## src/rtl/sra_share_scheduler.sv

```systemverilog
// Round-robin arbiter that time-shares one arithmetic-right-shift unit between two requesters.
// Optional build macro: SRA_ZERO_BYPASS_EN (zero shift amount completes without using the shifter).
module sra_share_scheduler #(
  parameter int WIDTH       = 8,
  parameter int SRA_LATENCY = 2
) (
  input  logic             clk,
  input  logic             rst_n,
  input  logic [1:0]       req,
  input  logic [WIDTH-1:0] req_data0,
  input  logic [WIDTH-1:0] req_shamt0,
  input  logic [WIDTH-1:0] req_data1,
  input  logic [WIDTH-1:0] req_shamt1,
  output logic [1:0]       gnt,
  output logic [1:0]       done,
  output logic [WIDTH-1:0] result,
  output logic [WIDTH-1:0] sra_in1,
  output logic [WIDTH-1:0] sra_in2,
  output logic             sra_start,
  input  logic [WIDTH-1:0] sra_result
);

  localparam int CW = (SRA_LATENCY < 2) ? 1 : $clog2(SRA_LATENCY + 1);

  typedef enum logic [1:0] {
    IDLE  = 2'd0,
    ISSUE = 2'd1,
    WAIT  = 2'd2,
    DONE  = 2'd3
  } state_t;

  state_t        state;
  logic          ptr;
  logic          sel;
  logic          pick;
  logic [CW-1:0] cnt;

  // Contention goes to the pointer; otherwise the lone requester wins.
  always_comb begin
    pick = req[1];
    if (req == 2'b11) pick = ptr;
  end

  // NOTE: all state and outputs are updated with non-blocking assignments so every
  // register in this block samples the values from before the edge.
  always_ff @(posedge clk or negedge rst_n) begin
    // NOTE: async reset clears every register, including the latched operands.
    if (!rst_n) begin
      state     <= IDLE;
      ptr       <= 1'b0;
      sel       <= 1'b0;
      cnt       <= '0;
      gnt       <= '0;
      done      <= '0;
      result    <= '0;
      sra_in1   <= '0;
      sra_in2   <= '0;
      sra_start <= 1'b0;
    end else begin
      gnt       <= '0;
      done      <= '0;
      sra_start <= 1'b0;
      case (state)
        IDLE: begin
          if (req != 2'b00) begin
            sel     <= pick;
            gnt     <= {pick, ~pick};
            sra_in1 <= pick ? req_data1  : req_data0;
            sra_in2 <= pick ? req_shamt1 : req_shamt0;
            ptr     <= ~pick;
            state   <= ISSUE;
          end
        end
        ISSUE: begin
`ifdef SRA_ZERO_BYPASS_EN
          if (sra_in2 == '0) begin
            result <= sra_in1;
            done   <= {sel, ~sel};
            state  <= DONE;
          end else
`endif
          begin
            sra_start <= 1'b1;
            cnt       <= CW'(SRA_LATENCY);
            state     <= WAIT;
          end
        end
        WAIT: begin
          // The countdown begins once the shifter has sampled Start.
          if (sra_start) begin
            cnt <= cnt;
          end else if (cnt == '0) begin
            result <= sra_result;
            done   <= {sel, ~sel};
            state  <= DONE;
          end else begin
            cnt <= cnt - 1'b1;
          end
        end
        DONE: begin
          state <= IDLE;
        end
        default: begin
          state <= IDLE;
        end
      endcase
    end
  end

endmodule

```

## config.mk

```make
export PLATFORM = sky130hd
export DESIGN_NAME = sra_share_scheduler
export DESIGN_NICKNAME = d
export VERILOG_FILES = /design/src/rtl/sra_share_scheduler.sv
export SDC_FILE = /design/constraint.sdc
export NUM_CORES = 1
export LEC_CHECK = 0
export ABC_AREA = 1
export CAP_MARGIN = 15
export CORE_MARGIN = 10
export CORE_UTILIZATION = 39
export CTS_CLUSTER_SIZE = 14
export DETAILED_ROUTE_END_ITERATION = 10
export MAX_ROUTING_LAYER = met4
export PLACE_DENSITY = 0.78
export SYNTH_ARGS = -nofsm -noshare
export SYNTH_HDL_FRONTEND = slang
export SYNTH_SLANG_ARGS = --single-unit
```

## constraint.sdc

```tcl
create_clock -name clk -period 1.4 [get_ports clk]
set_input_delay 0.35 -clock clk [delete_from_list [all_inputs] [get_ports clk]]
set_output_delay 0.35 -clock clk [all_outputs]
set_load 0.05 [all_outputs]
```

== Word-level counts from Yosys, hierarchy flattened ==
Cells that the tools add are included.
Widths: inputs -> output; s select.
Word-level totals
  memory bits (read-only): 0
  bits in writable memories: 0
  input bits: 44
  word-level logic and storage cells: 46
  bits in registers: 35
  latch bits: 0
  output and inout bits: 29
  memories kept: 0
Cells by class
  shift operators: 0
  order comparisons: 0
  div/mod/pow operators: 0
  add/sub/neg operators: 1
  multiply operators: 0
  reduce and logical (&&, ||, !) cells: 8
  mux-type cells: 16
  bitwise operators: 3
  equal/unequal tests: 8
Operators by type and width (number)
  $mux 2: 10
  $mux 8: 2
  $reduce_and 3->1: 3
  $ne 2x2->1 const B: 4
  $pmux 2 s4: 1
  $eq 2x2->1 const B: 3
  $logic_not 2->1: 2
  $pmux 2 s2: 1
  $reduce_bool 2->1: 2
  $not 1->1: 3
  $eq 2x1->1 const B: 1
  $mux 1: 2
  $reduce_and 2->1: 1
  $sub 2x1->2 const B: 1

== Depth between registers and ports, before layout ==
Gate-level depths: netlist of the first run.
  depth after elaboration: 5
  mapped depth: 8
  depth with buffers taken out: 7

== Worst setup path before layout of the first run ==
Ideal clock, no wire load.
  path kind: register to register
  start point: reg state[0]
  end point: reg result[0]
  clock period less this slack: 1.357 ns
  stages on the path, launching flop included: 8
  setup slack: 0.043 ns
  arrival time: 1.238 ns
  path buffers: 0
  library setup time: 0.119 ns
  required time: 1.281 ns
  path through: dfrtp_1 inv_1 ha_1 inv_1 nor2_2 nand2_2 nand2_1 nand2_1
Between the ends
  longest elaborated chain between the ends: 2
RTL lines
  start, declared: RTL line 32  | state_t state;
  start signal, assigned: RTL line 49  | state <= IDLE;
  start signal, assigned: RTL line 71  | state <= ISSUE;
  start signal, assigned: RTL line 85  | state <= WAIT;
  $eq 2x2->1: RTL line 63  | case (state)
  $reduce_and 3->1 (no line)
  end signal, assigned: RTL line 93  | result <= sra_result;
  end, declared: RTL line 16  | output logic [WIDTH-1:0] result,
Every way passes these cells.
A chain may end at the register's enable or synchronous reset.

== Final worst setup path of the first run ==
  start point: reg state[0]
  end point: reg ptr
Between the ends
  longest elaborated chain between the ends: 2
RTL lines
  $logic_not 2->1: RTL line 63
  $reduce_and 2->1 (no line)
  end signal, assigned: RTL line 70  | ptr <= ~pick;
  end, declared: RTL line 33  | logic ptr;
Every way passes these cells.

==> results.md, run 1 <==
* Max-cap violations at 0
* Detailed-route via count at 1737
* Cell Chain, Critical Path: inv_2 -> ha_1 -> inv_2 -> nor2_8 -> buf_4 -> nand2_1 -> o21ai_0
* Final setup viols at 0
* Setup crit end kind: flip-flop
* Critical-path top delay cell: dfrtp_1
* Final antenna-violating net count at 0
* Max FO, Critical Path at 7
* Die X-Extent at 88.0 um
* Ratio of cells with drive above 1 in the final layout at 0.183
* HP Class: in2async
* Post-route DRC at 0
* Clock net sink count at 35
* CTS tree: done
* Layout area overhead at 67.3%
* Die H at 88.0 um
* Final Worst Setup Slack at ~0.12 ns
* Part of the Yosys area used for sequential elements at 0.485
* Clock slew at reported path FFs at ~0.07 ns
* Most frequent cells in the layout: 80 x nand2_1, 43 x inv_1, 42 x clkdlybuf4s50_1, 41 x nand3_1, 35 x dfrtp_1
* Number of buffers and inverters on the critical path at 3
* Max Slew Vio Count at 0
* CTS Buffer Depth at 2
* IR drop worst, VDD at 1.71 mV
* Syn Nets at 283
* Final Non-Filler Cells at 369
* Leak pwr at 0.00162 uW
* Syn Inst Count at 232
* Cell Pwr Density at 2490 nW/um^2
* Clock latency on the worst-skew pair at 0.29 ns
* Effective utilization at floorplan at 0.409
* WL per Instance at between 10 and 15 um
* Tcrit/Tclk final at 0.916
* Final WL at 5160 um
* Initial antenna violation count at 0
* Setup bufs post-CTS at 0
* Critical Path Source Type: flip-flop
* WP depth at 7
* I/O Buffers at a little over 70
* Core Area at 4410 um^2
* Worst slew pin tran at 0.434 ns
* Status: complete, no violations
* Post-DP HPWL at 4000 um
* Place WS at -0.193 ns
* Worst EP required at 1.61 ns
* Slew HR at 0.710
* Placer Congestion at 0.808
* Total gr overflow at 0
* Ports at 73
* First-pass GRT wire length at ~8800 um
* Post-DP Area at 2920 um^2
* Worst reg2reg path depth at 7
* Count of state elements after synthesis at 35
* Mapped Area at 1800 um^2
* Average cell area after synthesis at about 7.8 um^2
* DRT Pass-1 Iters at 4
* Detailed Route Iter0 Violations at 101
* Antenna Cells at 0
* Filler Cells Inserted at 347
* Tot GR Track Use at 0.143
* CTS buffer count at 5
* Top Family by Delay on Critical Path: flip-flops
* CP arrival at 1.49 ns
* Number of global-route vias before repair at between 1500 and 2000
* Largest net degree at the start of global routing at 36
* Final worst path period need at ~1.3 ns
* Overall die area at 7750 um^2
* Hold Fails Final Rpt at 0
* Distinct cells, synth at 18
* Via density at between 4 and 5
* H-tree level count at 2
* WS Path Type: reg2reg
* Synth warnings at 0
* Placed cell count at 361
* Upper clock frequency limit at 780 MHz
* Design Area, Final at 3020 um^2
* Nets at 367
* Crit-path max cell delay at 0.40 ns
* RSZ-0062 raised after global routing: no
* Worst-case clock skew at between 0.007 and 0.008 ns
* Root Driver: clkbuf_8
* Commonest non-fill, non-tap cell in the layout: nand2_1
* CP most frequent cell: inv_2
* Core Rows at 24
[cell usage after synthesis]
| cell type | instances | area share |
|---|---|---|
| inv_2 | 1 | 0.0021 |
| dfrtp_1 | 35 | 0.49 |
| nand2_1 | 80 | 0.17 |
| buf_2 | 4 | 0.011 |
| nor2_4 | 1 | 0.0062 |
| buf_4 | 1 | 0.0042 |
| nor2_2 | 1 | 0.0035 |
| inv_1 | 45 | 0.094 |
| nand3_1 | 42 | 0.12 |
| and3_1 | 1 | 0.0035 |
| ha_1 | 7 | 0.049 |
| nand2_2 | 2 | 0.0069 |
| buf_6 | 2 | 0.012 |
| nor2_1 | 2 | 0.0042 |
| nor2_8 | 1 | 0.011 |
| nand2_4 | 1 | 0.0062 |
| o21ai_0 | 4 | 0.011 |
| nand4_1 | 2 | 0.0069 |
[repair_timing]
item,CTS,global route
pin swaps,0,0
gates cloned,0,0
resized for setup,1,6
hold endpoints to repair,0,0
hold buffers,0,0
endpoints found under the setup margin,14,29
[path summary, 6_finish.rpt]
check,start,end,slack (ns)
max,state[0]$_DFFE_PN0P_,ptr$_DFFE_PN0P_,0.12
min,rst_n,result[2]$_DFFE_PN0P_,0.09
max reg2reg,state[0]$_DFFE_PN0P_,ptr$_DFFE_PN0P_,0.12
min reg2reg,sel$_DFFE_PN0P_,done[0]$_DFF_PN0_,0.47
max in group asynchronous,rst_n,sra_in2[7]$_DFFE_PN0P_,1.00
min in group clk,sel$_DFFE_PN0P_,done[0]$_DFF_PN0_,0.47
[where the power goes]
group / leakage (uW) / internal [uW] / switching (uW)
Sequential: 0.000432 / 1500 / 483
Combinational: 0.00114 / 2190 / 2630
Clock: 0.0000422 / 349 / 352
[cells by family after synthesis]
| kind of cell | after synthesis | synth area share |
|---|---|---|
| simple gates | 133 | 0.331 |
| buf+inv | 53 | 0.123 |
| flops | 35 | 0.485 |
| fa+ha+maj | 7 | 0.0485 |
| compound gates | 4 | 0.0111 |
[per-stage QoR]
step / total power, uW / setup TNS, ns / hold slack [ns] / util
after global placement: 6680 / -2.61 / 0.408 / 0.660
after CTS: 7510 / 0 / 0.105 / 0.679
after floorplan: 4330 / 0 / 0.0544 / -
final: 7500 / 0 / 0.0901 / 0.684
after detailed placement: 6780 / -3.35 / 0.412 / 0.660
after global routing: 8000 / 0 / 0.129 / 0.684
[flip-flops by register name (all words and copies together) (netlist names)]
signal     cells
sra_in2        8
sel            1
sra_start      1
done           2
ptr            1
state          2
sra_in1        8
cnt            2
gnt            2
result         8
[per-layer routing]
| metal | wire length (um) | track usage |
|---|---|---|
| met5 | 0 | - |
| met4 | 63 | 0.0428 |
| met3 | 419 | 0.0446 |
| met2 | 2510 | 0.232 |
| met1 | 2170 | 0.166 |
[cell type report]
| cell class | count | area [um^2] | share of cell area |
|---|---|---|---|
| repair buffers | 84 | 1100 | 0.364 |
| flip-flops and latches | 35 | 876 | 0.290 |
| multi-input cells | 144 | 721 | 0.239 |
| inverters | 46 | 175 | 0.0580 |
| clock buffers | 7 | 76.3 | 0.0253 |
| well taps | 52 | 65.1 | 0.0216 |
| clock inverters | 1 | 5.00 | 0.00166 |
(Power assumes the default switching activity.)
==> run 2, diff against run 1 <==
CELL_PAD_IN_SITES_DETAIL_PLACEMENT = 0   (was default)
CELL_PAD_IN_SITES_GLOBAL_PLACEMENT = 1   (was default)
CORE_UTILIZATION = 27   (was 39)
PLACE_DENSITY = 0.77   (was 0.78)
==> run 2 against run 1 <==
Net effect:
- critical path depth down 2
- design area is 2.3% higher
- flip-flop and latch count unchanged
- critical path type is now in2reg
- via count fell by 4.3%
- clock-buffer cell count is 1 higher
- largest cell class unchanged
- core utilization is 20 points lower
- first-iteration DRC count fell by 66%
- clock power grew 15%
- combinational power is essentially flat
==> results.md, run 2 (same netlist as run 1, synthesis figures left out) <==
* DRT Pass-1 Iters at 4
* Ratio of cells with drive above 1 in the final layout at 0.175
* Cell Pwr Density at 2460 nW/um^2
* Max Slew Vio Count at 0
* Number of buffers and inverters on the critical path at 2
* Top flop regs: result (8), sra_in1 (8), sra_in2 (8)
* IR drop worst, VDD at roughly 1.1 mV
* CTS buffer count at 5
* Top Family by Delay on Critical Path: buffers and inverters
* Ports at 73
* Setup crit end kind: flip-flop
* Number of global-route vias before repair at 1733
* Tcrit/Tclk final at 0.962
* Critical Path Source Type: primary input
* Clock Power Share at 0.106
* Place WS at -0.240 ns
* Worst-case clock skew at between 0.007 and 0.008 ns
* WL per Instance at 12.9 um
* CP arrival at 1.50 ns
* Worst slew pin tran at 0.390 ns
* Core Area at 6420 um^2
* Die H at 102 um
* Effective utilization at floorplan at 0.281
* Commonest non-fill, non-tap cell in the layout: nand2_1
* Die X-Extent at a little over 100 um
* Cell Chain, Critical Path: clkdlybuf4s50_1 -> buf_6 -> nand2_4 -> nand2_1 -> o21ai_0
* NetSw at 3430 uW
* Clock latency on the worst-skew pair at approximately 0.28 ns
* Leak pwr at between 0.0015 and 0.002 uW
* Status: complete, no violations
* Largest net degree at the start of global routing at 22
* First-pass GRT wire length at between 8000 and 9000 um
* Max FO, Critical Path at 19
* Combinational fraction of design power at 0.634
* Initial antenna violation count at 0
* Via density at 4.24
* Root Driver: clkbuf_8
* Final antenna-violating net count at 0
* Critical-path top delay cell: clkdlybuf4s50_1
* Clock slew at reported path FFs at 0.07 ns
* CTS tree: done
* Final WL at 5040 um
* Tot GR Track Use at 0.106
* Placer Congestion at 0.791
* Most frequent cells in the layout: 80 x nand2_1, 43 x inv_1, 42 x nand3_1, 42 x clkdlybuf4s50_1, 35 x dfrtp_1
* Filler Cells Inserted at 625
* Slew HR at 0.740
* WS Path Type: in2reg
* CTS Buffer Depth at 2
* Setup bufs post-CTS at 0
* Final Worst Setup Slack at 0.0525 ns
* Worst reg2reg path startpoint: state[1]$_DFFE_PN0P_
* Core Rows at 29
* Setup crit start: req[1]
* Antenna Cells at 0
* HP Class: reg2reg
* Detailed Route Iter0 Violations at 34
* Final worst path period need at 1.35 ns
* I/O Buffers at 72
* Hold Fails Final Rpt at 0
* Reg power frac at 0.260
* Post-DP HPWL at between 3000 and 4000 um
* Crit-path max cell delay at 0.57 ns
* Hold path startpoint: sel$_DFFE_PN0P_
* Nets at 365
* Final Non-Filler Cells at 392
* Post-route DRC at 0
* Worst EP required at 1.55 ns
* Clock net sink count at 35
* Upper clock frequency limit at 742 MHz
* H-tree level count at 2
* Final setup viols at 0
* Cell-internal power at 4150 uW
* Overall power at 7590 uW
* Placed cell count at roughly 380
* Layout area overhead at 71.2%
* Detailed-route via count at ~1700
* Sw frac at 0.453
* Overall die area at roughly 10000 um^2
* Total gr overflow at 0
* Max-cap violations at 0
run 2: cell types whose count changed in the layout (fill, tap and decap cells not counted):
cell,before,now
buf_4,11,5
buf_12,29,32
clkbuf_8,5,7
clkbuf_1,2,1
clkinv_2,1,0
dlygate4sd3_1,0,1
nand3_1,41,42
nand3_2,1,0
run 2: area by class of cell:
class                   instances  area, um^2  area share
inverters                      46         175      0.0567
repair buffers                 82        1120       0.364
well taps                      77        96.3      0.0312
clock buffers                   8         100      0.0324
flip-flops and latches         35         876       0.284
multi-input cells             144         716       0.232
run 2: worst reg2reg max path, delay by kind of cell (launching register included):
family	cells	cell delay, ns
adders and majority gates	1	0.19
AOI/OAI and AO/OA	1	0.10
buffers and inverters	3	0.33
DFF	1	0.38
and+or+nand+nor	2	0.22
run 2: metal layers:
layer  up-vias  share of wire  GRT usage
met4         0          0.011     0.0330
met1       748           0.44      0.128
li1        863              -          -
met3         5          0.089     0.0442
met5         -              0          -
met2        46           0.46      0.156
run 2: per-stage QoR:
step	hold slack, ns	setup TNS [ns]	area [um^2]	utilization
floorplan	0.0544	0	1800	-
global placement	0.287	-3.39	2960	0.461
detailed placement	0.300	-3.79	2960	0.461
CTS	0.483	0	3070	0.479
global route	0.508	-0.0395	3090	0.481
finish	0.478	0	3090	0.481
run 2: worst paths after layout:
check / endpoint / slack (ns) / cells after the start
setup / recovery: ptr$_DFFE_PN0P_ / 0.05 / 5
hold / removal: done[0]$_DFF_PN0_ / 0.48 / 1
setup reg to reg: ptr$_DFFE_PN0P_ / 0.08 / 7
hold reg to reg: done[0]$_DFF_PN0_ / 0.48 / 1
max in group asynchronous: sra_in1[6]$_DFFE_PN0P_ / 0.44 / 3
min in group asynchronous: done[1]$_DFF_PN0_ / 0.51 / 2
run 2: power groups by stage:
stage / Clock (uW) / Combinational [uW] / Sequential (uW)
floorplan: 0 / 1220 / 3110
global placement: 0 / 4780 / 1970
detailed placement: 0 / 4820 / 1990
CTS: 840 / 4840 / 1970
global route: 902 / 5180 / 2040
finish: 806 / 4810 / 1970
run 2: what timing repair did:
item                                    4_1_cts  5_1_grt
hold buffers                                  1        0
endpoints found under the setup margin       13       28
endpoints found under the hold margin        14        0
resized for setup                             1        5
cloned                                        0        0
==> run 3, diff against run 2 <==
SLEW_MARGIN = 40   (was default)
==> results of run 3 <==
The final DEF is identical to that of run 2; final timing and power are the same.
